File: config.mk
export PLATFORM = sky130hd
export DESIGN_NAME = load_store_unit
export DESIGN_NICKNAME = d
export VERILOG_FILES = /design/src/rtl/load_store_unit_pkg.sv /design/src/rtl/load_store_unit_req_check.sv /design/src/rtl/load_store_unit.sv
export SDC_FILE = /design/constraint.sdc
export NUM_CORES = 1
export LEC_CHECK = 0
export CAP_MARGIN = 40
export CORE_ASPECT_RATIO = 0.8
export CORE_MARGIN = 3
export CORE_UTILIZATION = 42
export DETAILED_ROUTE_END_ITERATION = 7
export PLACE_DENSITY = 0.79
export REMOVE_ABC_BUFFERS = 1
export SETUP_SLACK_MARGIN = 0.4
export SLEW_MARGIN = 20
export SYNTH_ARGS = -nofsm -noshare
export SYNTH_HDL_FRONTEND = slang
export SYNTH_SLANG_ARGS = --single-unit
File: constraint.sdc
create_clock -name Clock -period 2.1 [get_ports Clock]
set_clock_uncertainty 0.1 [all_clocks]
set_input_delay 0.315 -clock Clock [delete_from_list [all_inputs] [get_ports Clock]]
set_output_delay 0.315 -clock Clock [all_outputs]
set_load 0.01 [all_outputs]
File: src/rtl/load_store_unit_pkg.sv
// Shared types and constants for the load/store unit.
// Holds FSM encoding, memory size and big-endian byte offsets.
package load_store_unit_pkg;

  localparam int LSU_MEM_BYTES = 128;
  localparam int LSU_ADDR_W    = 7;

  localparam int OFF_HI = 0;
  localparam int OFF_LO = 1;

  typedef enum logic [1:0] {
    ST_IDLE = 2'd0,
    ST_HI   = 2'd1,
    ST_LO   = 2'd2,
    ST_DONE = 2'd3
  } lsu_state_e;

endpackage

File: src/rtl/load_store_unit_req_check.sv
// Request validity check for the load/store unit.
// A request needs exactly one op and room for two bytes.
module lsu_req_check #(
  parameter int MEM_BYTES = 128
) (
  input  logic        rd,
  input  logic        wr,
  input  logic [15:0] addr,
  output logic        ok,
  output logic        err
);

  logic range_bad;

  assign range_bad = addr > 16'(MEM_BYTES - 2);
  assign ok        = !range_bad && (rd ^ wr);
  assign err       = !ok;

endmodule

File: src/rtl/load_store_unit.sv
// 16-bit load/store unit over a byte-wide memory.
// Big-endian: high byte at Address, low byte at Address+1.
module load_store_unit
  import load_store_unit_pkg::*;
#(
  parameter int MEM_BYTES = LSU_MEM_BYTES,
  parameter int ADDR_W    = LSU_ADDR_W
) (
  input  logic              Clock,
  input  logic              Reset,
  input  logic              ReqValid,
  output logic              ReqReady,
  input  logic              MemRead,
  input  logic              MemWrite,
  input  logic [15:0]       Address,
  input  logic [15:0]       WriteData,
  output logic              RespValid,
  output logic [15:0]       ReadData,
  output logic              Error,
  output logic [ADDR_W-1:0] ByteAddr,
  output logic [7:0]        ByteWData,
  output logic              ByteWe,
  output logic              ByteRe,
  input  logic [7:0]        ByteRData
);

  lsu_state_e        state;
  lsu_state_e        state_n;
  logic [ADDR_W-1:0] addr_q;
  logic [15:0]       wdata_q;
  logic              wr_q;
  logic              err_q;
  logic [15:0]       rdata_q;
  logic              req_ok;
  logic              req_err;
  logic              accept;

  lsu_req_check #(
    .MEM_BYTES(MEM_BYTES)
  ) u_check (
    .rd  (MemRead),
    .wr  (MemWrite),
    .addr(Address),
    .ok  (req_ok),
    .err (req_err)
  );

  assign ReqReady = (state == ST_IDLE);
  assign accept   = ReqValid && ReqReady;
  assign ReadData = rdata_q;

  always_ff @(posedge Clock) begin
    if (Reset) state <= ST_IDLE;
    else       state <= state_n;
  end

  always_comb begin
    state_n = state;
    unique case (state)
      ST_IDLE: if (accept) state_n = req_ok ? ST_HI : ST_DONE;
      ST_HI:   state_n = ST_LO;
      ST_LO:   state_n = ST_DONE;
      ST_DONE: state_n = ST_IDLE;
      default: state_n = ST_IDLE;
    endcase
  end

  always_ff @(posedge Clock) begin
    if (Reset) begin
      addr_q  <= '0;
      wdata_q <= '0;
      wr_q    <= 1'b0;
      err_q   <= 1'b0;
      rdata_q <= '0;
    end else if (accept) begin
      addr_q  <= Address[ADDR_W-1:0];
      wdata_q <= WriteData;
      wr_q    <= MemWrite;
      err_q   <= req_err;
    end else begin
      // Load bytes land at the end of their own access cycle.
      if (state == ST_HI && !wr_q) rdata_q[15:8] <= ByteRData;
      if (state == ST_LO && !wr_q) rdata_q[7:0]  <= ByteRData;
    end
  end

  always_comb begin
    ByteAddr  = '0;
    ByteWData = '0;
    ByteWe    = 1'b0;
    ByteRe    = 1'b0;
    RespValid = 1'b0;
    Error     = 1'b0;
    unique case (state)
      ST_HI: begin
        ByteAddr  = addr_q + ADDR_W'(OFF_HI);
        ByteWe    = wr_q;
        ByteRe    = !wr_q;
        ByteWData = wr_q ? wdata_q[15:8] : 8'h00;
      end
      ST_LO: begin
        ByteAddr  = addr_q + ADDR_W'(OFF_LO);
        ByteWe    = wr_q;
        ByteRe    = !wr_q;
        ByteWData = wr_q ? wdata_q[7:0] : 8'h00;
      end
      ST_DONE: begin
        RespValid = 1'b1;
        Error     = err_q;
      end
      default: ;
    endcase
  end

endmodule

* Yosys cells after proc, flatten, opt, wreduce, memory -nomap -nowiden
Cells that the tools add are included.
** Cells by class
- $lt $le $gt $ge :: 1
- Bitwise logic cells :: 2
- Divide/modulo/power cells :: 0
- Multiplexer cells :: 11
- Eq/ne operators :: 4
- Reduce and logical (&&, ||, !) cells :: 11
- Shift operators :: 0
- Multipliers :: 0
- Add/subtract/negate cells :: 1
** Operator list (count)
- 16-bit by 7-bit greater-than comparator with 1-bit output (second input constant) :: 1
- 8-bit 2-to-1 mux :: 2
- 8-bit case mux with 2 select lines :: 1
- 7-bit case mux with 2 select lines :: 1
- 2-bit case mux with 4 select lines :: 1
- 7-bit by 1-bit adder with 7-bit output (second input constant) :: 1
- 2-bit == test (second input constant) :: 2
- 1-bit logical AND :: 4
- 1-bit 2-to-1 mux :: 4
- 2-bit 2-to-1 mux :: 2
- 2-bit AND reduction :: 2
- 1-bit logical NOT :: 3
- 2-bit by 1-bit == test with 1-bit output (second input constant) :: 1
- 2-bit logical NOT :: 1
- 2-bit by 1-bit inequality test with 1-bit output (second input constant) :: 1
- 2-bit OR reduction :: 1
- 1-bit inverter :: 1
- 1-bit XOR :: 1
** Word-level totals
- Bits in writable memories :: 0
- Latch bits :: 0
- Memories kept :: 0
- Bits in read-only memories :: 0
- Input port bits :: 45
- Output and inout bits :: 36
- Logic and storage cells :: 37
- Register bits after elaboration :: 43

* Logic depth before layout (Yosys ltp)
Gate-level depths: netlist of the first run.
- Depth after elaboration :: 6
- Depth in mapped cells :: 7
- Gate-level depth less buffers :: 6

* Cells and area by module
Synthesis of the first run repeated with hierarchy kept, for this count alone.
** Second synthesis, totals
- Cell total of the unflattened synthesis :: 262
- Area, all modules :: 1985.7 µm²
** By module, submodules not included
- load_store_unit :: area each 1924.3 µm², cells an instance 252, instances 1, seq. area each 860.8 µm²
- lsu_req_check :: area each 61.3 µm², cells an instance 10, instances 1, seq. area each 0.0 µm²

* Least setup slack after synthesis of the first run
No wires, ideal clock.
- Kind :: reg-to-output
- Start :: reg state[0]
- End :: out ByteAddr[5]
- Slack :: 0.362 ns
- Arrival :: 1.323 ns
- Buffers on the path :: 2
- Stages on the path, launching flop included :: 8
- Cell sequence :: dfxtp_1 inv_1 ha_1 buf_2 clkbuf_1 o21ai_0 nor2_1 o21a_1
** On the way
- Word-level cells in the longest chain between the ends :: 2
** RTL lines
- start, declared :: line load_store_unit.sv:27 : lsu_state_e state;
- start signal, assigned :: line load_store_unit.sv:54 : else state <= state_n;
- 2-bit == test / 2-bit by 1-bit == test with 1-bit output (equally long branches) :: line load_store_unit.sv:94 : unique case (state)
- 7-bit case mux with 2 select lines * :: line load_store_unit.sv:94
- end, declared :: line load_store_unit.sv:20 : output logic [ADDR_W-1:0] ByteAddr,
Every way passes the cells marked *; elsewhere a longest branch is shown, timed or not.

* Final worst setup path of the first run
- Start :: reg addr_q[1]
- End :: out ByteAddr[6]
** On the way
- Word-level cells in the longest chain between the ends :: 2
** RTL lines
- start, declared :: line load_store_unit.sv:29 : logic [ADDR_W-1:0] addr_q;
- start signal, assigned :: line load_store_unit.sv:76 : addr_q <= Address[ADDR_W-1:0];
- 7-bit by 1-bit adder with 7-bit output :: line load_store_unit.sv:102 : ByteAddr = addr_q + ADDR_W'(OFF_LO);
- 7-bit case mux with 2 select lines :: line load_store_unit.sv:94
Every way passes these cells.

==> results of run 1 <==
[cells by family (layout without fill, tap and decap cells)]
family / Yosys count / after routing / share of synthesized area (%)
compound gates: 64 / 64 / 19.0
flops: 43 / 43 / 44.6
xor+xnor: 1 / 1 / 0.453
simple gates: 125 / 125 / 28.0
fa+ha+maj: 5 / 5 / 3.24
buf+inv: 22 / 115 / 4.66
[metal layers]
| layer | track usage [%] | up-vias |
|---|---|---|
| li1 | - | 1070 |
| met1 | 28.4 | 1017 |
| met2 | 37.4 | 107 |
| met3 | 6.35 | 14 |
| met4 | 6.43 | 0 |
| met5 | 0 | - |
[worst paths after layout]
path	start	end	slack, ps	cells after the start
max	addr_q[1]	ByteAddr[6]	100	6
min	ReadData[3]	ReadData[3]	360	2
max reg2reg	state[0]	state[1]	480	5
min reg2reg	ReadData[3]	ReadData[3]	360	2
[through the flow]
step | TNS (ps) | utilization (%) | std cells
finish | 0 | 73.3 | 410
global route | -13.4 | 73.3 | 410
floorplan | 0 | - | 242
global placement | 0 | 65.9 | 394
CTS | 0 | 71.4 | 408
detailed placement | -15.5 | 65.9 | 394
[cell usage after synthesis, drive strengths merged]
library cell	n	area, µm²
xnor2	1	8.76
a21o	2	15.0
a22oi	9	67.6
a21oi	43	219
inv	4	15.0
nor3	5	25.0
and2	3	18.8
nor4	4	31.3
a2111oi	1	8.76
nand4	1	6.26
buf	6	30.0
o211a	1	10.0
nand3	19	95.1
nand2	72	270
clkbuf	12	45.0
or4	1	7.51
o21ai	5	25.0
nor2	15	56.3
o21a	2	15.0
a211oi	1	7.51
dfxtp	43	861
ha	5	62.6
nor2b	5	31.3
[registers in the layout, summed over array words and instances (netlist names)]
signal and count:
ReadData 16, wdata_q 16, addr_q 7, state 2, err_q 1, wr_q 1
[final cells by class]
class                           instances  area [µm²]
Clock buffer                            6        72.6
Clock inverter                          2        12.5
Fill cell                             342        1150
Inverter                                4        20.0
Multi-Input combinational cell        195        1170
Sequential cell                        43         868
Tap cell                               57        71.3
Timing Repair Buffer                  103         950
[critical path, delay by kind of cell, from the launching register on]
| kind | cells | cell delay [ps] |
|---|---|---|
| AND/OR/NAND/NOR | 3 | 430 |
| flip-flops | 1 | 390 |
| adder cells (fa/ha/maj) | 1 | 170 |
| AO/OA/AOI/OAI | 1 | 160 |
| buffers and inverters | 1 | 130 |
[what timing repair did]
action	in CTS	in global routing
setup buffers	5	1
resized for setup	124	12
endpoints found under the hold margin	0	0
pin swaps	11	9
gates cloned	1	1
endpoints found under the setup margin	29	33
[report_power, final]
group	leakage, µW	internal (µW)	total, µW	switching (µW)
registers	0.000353	995	1130	135
clock network	0.0000412	232	512	280
logic	0.000766	900	1880	977
total	0.00116	2130	3520	1390
==> impl_metrics.prom, run 1 <==
# TYPE chip_impl_metric gauge
chip_impl_metric{name="numCtsBuffers",unit=""} 5
chip_impl_metric{name="post-layout-total-power",unit="µW"} 3520
chip_impl_metric{name="worst_pin_slew",unit="ps"} 447
chip_impl_metric{name="timing.final.hold_violations",unit=""} 0
chip_impl_metric{name="grt_max_degree",unit=""} 25
chip_impl_info{name="highest_layer",value="met4"} 1
chip_impl_metric{name="floorplan.initialDensity",unit="%"} 44.8
chip_impl_metric{name="grt_first_pass_wirelength",unit="µm"} 9540
chip_impl_metric{name="antenna_found_initial",unit=""} 0
chip_impl_metric{name="max_cap_violations",unit=""} 0
chip_impl_metric{name="syn_avg_cell_area",unit="µm²"} 7.43
chip_impl_metric{name="routed-wl-met2",unit="µm"} 3030
chip_impl_metric{name="die-height",unit="µm"} 66.7
chip_impl_metric{name="final-max-slew-violation-count",unit=""} 0
chip_impl_metric{name="ys_warn_count",unit=""} 0
chip_impl_metric{name="slew_headroom",unit="%"} 70.1
chip_impl_metric{name="route.vias.total",unit=""} 2208
chip_impl_metric{name="max_freq",unit="MHz"} 499
chip_impl_metric{name="die-width",unit="µm"} 81.8
chip_impl_metric{name="critPathArrivalTime",unit="ps"} 1590
chip_impl_info{name="mostFrequentLayoutCell",value="sky130_fd_sc_hd__nand2_1"} 1
chip_impl_metric{name="wl_per_cell",unit="µm"} 15.2
chip_impl_metric{name="synth_cell_type_count",unit=""} 27
chip_impl_metric{name="clock_slew_at_the_register_clock_pins_of_the_worst_setup_and_hold_paths",unit="ps"} 80
chip_impl_metric{name="fin_area",unit="mm²"} 0.00316
chip_impl_info{name="min_path_type",value="reg -> reg"} 1
chip_impl_info{name="rsz0062_at_grt",value="true"} 1
chip_impl_metric{name="clk_path_buf_depth",unit=""} 2
chip_impl_metric{name="synth_cells",unit=""} 260
chip_impl_metric{name="post-place-ws",unit="ps"} -12.2
chip_impl_metric{name="wirelength",unit="µm"} 6240
chip_impl_metric{name="fin_worst_hold_slack",unit="ps"} 359
chip_impl_metric{name="pwr_density_cell",unit="mW/mm²"} 1110
chip_impl_metric{name="core.rowCount",unit=""} 21
chip_impl_info{name="final_cell_mix",value="69 x sky130_fd_sc_hd__nand2_1, 60 x sky130_fd_sc_hd__clkdlybuf4s50_1, 41 x sky130_fd_sc_hd__dfxtp_1, 40 x sky130_fd_sc_hd__a21oi_1"} 1
chip_impl_metric{name="clock_sinks",unit=""} 43
chip_impl_metric{name="final_critical_path_setup_slack",unit="ps"} 96.9
chip_impl_metric{name="drt_pass1_iterations",unit=""} 4
chip_impl_metric{name="ant_nets",unit=""} 0
chip_impl_metric{name="core_region_area",unit="mm²"} 0.00431
chip_impl_info{name="cts.root.buffer_cell",value="sky130_fd_sc_hd__clkbuf_8"} 1
chip_impl_metric{name="cts.htree.levels",unit=""} 2
chip_impl_metric{name="globalplace.congestion",unit=""} 0.961
chip_impl_metric{name="overflow",unit=""} 0
chip_impl_metric{name="num_io_pins",unit=""} 81
chip_impl_metric{name="total_leakage_power",unit="µW"} 0.00116
chip_impl_metric{name="placement.cell_area",unit="mm²"} 0.00284
chip_impl_metric{name="post-route-drc-count",unit=""} 0
chip_impl_metric{name="drt-vias-per-instance",unit=""} 5.39
chip_impl_info{name="tritoncts",value="done"} 1
chip_impl_metric{name="clock_insertion_delay_worst_skew",unit="ps"} 300
chip_impl_metric{name="detailed_place_hpwl",unit="µm"} 3970
chip_impl_metric{name="cts_hold_repair.buffers",unit=""} 0
chip_impl_info{name="path_class",value="reg -> out"} 1
chip_impl_metric{name="post-route-period-util",unit="%"} 95.4
chip_impl_info{name="run_status",value="finished clean"} 1
chip_impl_metric{name="syn2layout_area_growth",unit="%"} 63.6
chip_impl_info{name="crit_path_end_kind",value="output port"} 1
chip_impl_metric{name="first_global_vias",unit=""} 2104
chip_impl_metric{name="grt_use_total",unit="%"} 22.6
chip_impl_metric{name="timing.critical_path.required",unit="ps"} 1680
chip_impl_metric{name="overall_die_area",unit="mm²"} 0.00545
chip_impl_metric{name="insertedDiodeCount",unit=""} 0
chip_impl_metric{name="slowest_delay",unit="ps"} 390
chip_impl_metric{name="ys_ff_latch",unit=""} 43
chip_impl_metric{name="cp_max_fo",unit=""} 4
chip_impl_metric{name="final_layout_size_suffix_gt1_share",unit="%"} 24.1
chip_impl_metric{name="numPortBuffers",unit=""} 80
chip_impl_metric{name="dr_wl_met3",unit="µm"} 571
chip_impl_metric{name="layout_min_cycle_time",unit="ps"} 2000
chip_impl_metric{name="routedLengthMet1",unit="µm"} 2560
chip_impl_info{name="cp_cell_sequence",value="ha_4, nand3_2, nor3_2, nor2_1, o21a_1, buf_2"} 1
chip_impl_metric{name="synth.cell_area",unit="mm²"} 0.00193
chip_impl_metric{name="detailedRoute.firstIterationViolations",unit=""} 213
chip_impl_metric{name="nets",unit=""} 402
chip_impl_metric{name="synth_seq_area_share",unit="%"} 44.6
chip_impl_metric{name="final-setup-viol-count",unit=""} 0
chip_impl_info{name="cp_slowest_cell",value="sky130_fd_sc_hd__dfxtp_1"} 1
chip_impl_metric{name="irDropWorstVdd",unit="mV"} 0.555
chip_impl_info{name="critical_path.startpoint_type",value="flop"} 1
Note: power is estimated with default switching activity, not from simulation.
==> inputs of run 2 (changes only) <==
==> constraint.sdc (replaced) <==
create_clock -name Clock -period 1.9 [get_ports Clock]
set_clock_uncertainty 0.1 [all_clocks]
set_input_delay 0.285 -clock Clock [delete_from_list [all_inputs] [get_ports Clock]]
set_output_delay 0.285 -clock Clock [all_outputs]
set_load 0.01 [all_outputs]
==> impl_metrics.prom, run 2 (same netlist as run 1, synthesis figures left out) <==
# TYPE chip_impl_metric gauge
chip_impl_metric{name="grt_max_degree",unit=""} 25
chip_impl_info{name="critical-path-top-cell-by-count",value="sky130_fd_sc_hd__buf_12"} 1
chip_impl_metric{name="grt_use_total",unit="%"} 25.5
chip_impl_metric{name="overall_die_area",unit="mm²"} 0.00545
chip_impl_metric{name="numCtsBuffers",unit=""} 5
chip_impl_metric{name="syn2layout_area_growth",unit="%"} 88.4
chip_impl_metric{name="wirelength",unit="µm"} 8300
chip_impl_metric{name="clock_insertion_delay_worst_skew",unit="ps"} 300
chip_impl_metric{name="die-width",unit="µm"} 81.8
chip_impl_info{name="path_class",value="reg -> out"} 1
chip_impl_metric{name="cts_hold_repair.buffers",unit=""} 0
chip_impl_metric{name="antenna_found_initial",unit=""} 0
chip_impl_metric{name="max_freq",unit="MHz"} 500
chip_impl_metric{name="final_layout_size_suffix_gt1_share",unit="%"} 40.5
chip_impl_metric{name="detailed_place_hpwl",unit="µm"} 4130
chip_impl_info{name="r2r-end",value="ReadData[6]"} 1
chip_impl_metric{name="slew_headroom",unit="%"} 64.5
chip_impl_metric{name="final-max-slew-violation-count",unit=""} 0
chip_impl_metric{name="numPortBuffers",unit=""} 80
chip_impl_metric{name="post-route-drc-count",unit=""} 0
chip_impl_metric{name="final-setup-viol-count",unit=""} 15
chip_impl_info{name="timing.rr.start",value="state[1]"} 1
chip_impl_metric{name="grt_first_pass_wirelength",unit="µm"} 10600
chip_impl_info{name="tritoncts",value="done"} 1
chip_impl_info{name="hold_wc_startpoint",value="ReadData[4]"} 1
chip_impl_metric{name="drt-vias-per-instance",unit=""} 5.81
chip_impl_metric{name="globalplace.congestion",unit=""} 0.925
chip_impl_metric{name="cp_max_fo",unit=""} 5
chip_impl_metric{name="detailedRoute.firstIterationViolations",unit=""} 191
chip_impl_info{name="final_cell_mix",value="52 x sky130_fd_sc_hd__nand2_1, 40 x sky130_fd_sc_hd__dfxtp_1, 39 x sky130_fd_sc_hd__clkdlybuf4s50_1, 24 x sky130_fd_sc_hd__a21oi_1, 23 x sky130_fd_sc_hd__buf_6"} 1
chip_impl_metric{name="clk_path_buf_depth",unit=""} 2
chip_impl_metric{name="die-height",unit="µm"} 66.7
chip_impl_info{name="crit_path_end_kind",value="output port"} 1
chip_impl_metric{name="final_critical_path_setup_slack",unit="ps"} -100
chip_impl_metric{name="core_region_area",unit="mm²"} 0.00431
chip_impl_metric{name="irDropWorstVdd",unit="mV"} 0.650
chip_impl_metric{name="nets",unit=""} 419
chip_impl_info{name="critical_path.startpoint_type",value="flop"} 1
chip_impl_info{name="worst_hold_path.endpoint",value="ReadData[4]"} 1
chip_impl_metric{name="worst_pin_slew",unit="ps"} 532
chip_impl_metric{name="pwr_density_cell",unit="mW/mm²"} 1300
chip_impl_metric{name="fin_area",unit="mm²"} 0.00364
chip_impl_metric{name="clock_sinks",unit=""} 43
chip_impl_metric{name="placement.cell_area",unit="mm²"} 0.00289
chip_impl_metric{name="critPathArrivalTime",unit="ps"} 1620
chip_impl_metric{name="ff2ff_path_depth",unit=""} 8
chip_impl_info{name="run_status",value="finished, violations left"} 1
chip_impl_info{name="mostFrequentLayoutCell",value="sky130_fd_sc_hd__nand2_1"} 1
chip_impl_metric{name="core.rowCount",unit=""} 21
chip_impl_info{name="cp_slowest_cell",value="sky130_fd_sc_hd__dfxtp_2"} 1
chip_impl_info{name="min_path_type",value="reg -> reg"} 1
chip_impl_info{name="cp_cell_sequence",value="buf_6, ha_4, buf_12, buf_12, a22oi_2, nor2b_1, buf_2"} 1
chip_impl_metric{name="setup_tns",unit="ps"} -965
chip_impl_metric{name="ant_nets",unit=""} 0
chip_impl_metric{name="timing.final.hold_violations",unit=""} 0
chip_impl_info{name="violated_checks",value="negative setup slack"} 1
chip_impl_metric{name="insertedDiodeCount",unit=""} 0
chip_impl_metric{name="route.vias.total",unit=""} 2481
chip_impl_metric{name="slowest_delay",unit="ps"} 350
chip_impl_metric{name="timing.critical_path.required",unit="ps"} 1510
chip_impl_metric{name="layout_min_cycle_time",unit="ps"} 2000
chip_impl_info{name="cts.root.buffer_cell",value="sky130_fd_sc_hd__clkbuf_8"} 1
chip_impl_metric{name="holdPathStages",unit=""} 2
chip_impl_metric{name="drt_pass1_iterations",unit=""} 7
chip_impl_metric{name="floorplan.initialDensity",unit="%"} 44.8
chip_impl_metric{name="overflow",unit=""} 0
chip_impl_metric{name="num_io_pins",unit=""} 81
chip_impl_metric{name="first_global_vias",unit=""} 2208
chip_impl_metric{name="post-place-ws",unit="ps"} -163
chip_impl_metric{name="timing.reg2reg.setup_slack",unit="ps"} 310
chip_impl_metric{name="wl_per_cell",unit="µm"} 19.4
chip_impl_metric{name="clock_slew_at_the_register_clock_pins_of_the_worst_setup_and_hold_paths",unit="ps"} 90
chip_impl_metric{name="cts.htree.levels",unit=""} 2
chip_impl_info{name="rsz0062_at_grt",value="true"} 1
chip_impl_metric{name="max_cap_violations",unit=""} 0
chip_impl_metric{name="total_leakage_power",unit="µW"} 0.00140
chip_impl_metric{name="post-route-period-util",unit="%"} 105
[run 2: changes by cell type in the layout (fill, tap and decap cells not counted), moves of 16 or more]
| cell | before | now |
|---|---|---|
| sky130_fd_sc_hd__dlygate4sd2_1 | 1 | 18 |
| sky130_fd_sc_hd__a21oi_2 | 2 | 18 |
| sky130_fd_sc_hd__buf_6 | 6 | 23 |
| sky130_fd_sc_hd__nand2_1 | 69 | 52 |
| sky130_fd_sc_hd__a21oi_1 | 40 | 24 |
| sky130_fd_sc_hd__clkdlybuf4s50_1 | 60 | 39 |
[run 2: worst max path at each step]
stage	to	startpoint	slack (ps)	cells after the start
after global routing	ByteAddr[1]	state[1]	-170	7
after floorplan	ByteAddr[5]	state[0]	10	5
after CTS	ByteAddr[5]	state[1]	-4	7
final	ByteAddr[1]	state[1]	-100	7
after global placement	ByteAddr[6]	state[1]	-110	7
after detailed placement	ByteWData[4]	state[0]	-160	5
[run 2: repair_timing]
action | CTS | global route
cloned | 3 | 2
gates resized for setup | 177 | 81
pin swaps | 23 | 48
setup endpoints to repair | 78 | 60
buffers inserted | 9 | 5
[run 2: where the power goes]
group	internal (µW)	leakage [µW]	switching (µW)
clock	258	0.0000412	340
sequential	1100	0.000353	202
combinational	1360	0.00101	1480
total	2710	0.00140	2020
[run 2: metrics by stage]
step	std cells	power (µW)	hold slack, ps	utilization [%]
after floorplan	242	2000	254	-
after global placement	400	2780	342	67.0
after detailed placement	400	2820	347	67.0
after CTS	420	3910	359	75.0
after global routing	427	4920	380	84.5
final	427	4740	373	84.5
[run 2: per-layer routing]
layer	part of all wire (%)	up-vias	GRT usage (%)
met5	0	-	0
met1	38	1175	30.5
met3	10	41	4.73
met2	48	162	46.2
li1	-	1103	-
met4	4.3	0	7.26
[run 2: cell type report]
class	instances	area [µm²]
Clock buffer	6	72.6
Clock inverter	2	12.5
Fill cell	257	669
Inverter	4	27.5
Multi-Input combinational cell	196	1460
Sequential cell	43	867
Tap cell	57	71.3
Timing Repair Buffer	119	1130
[run 2: worst max-delay path, delay by kind of cell, from the launching register on]
kind / cells / cell delay (ps)
AND/OR/NAND/NOR: 1 / 80
adder cells (fa/ha/maj): 1 / 190
buffers and inverters: 4 / 530
flip-flops: 1 / 350
AO/OA/AOI/OAI: 1 / 160
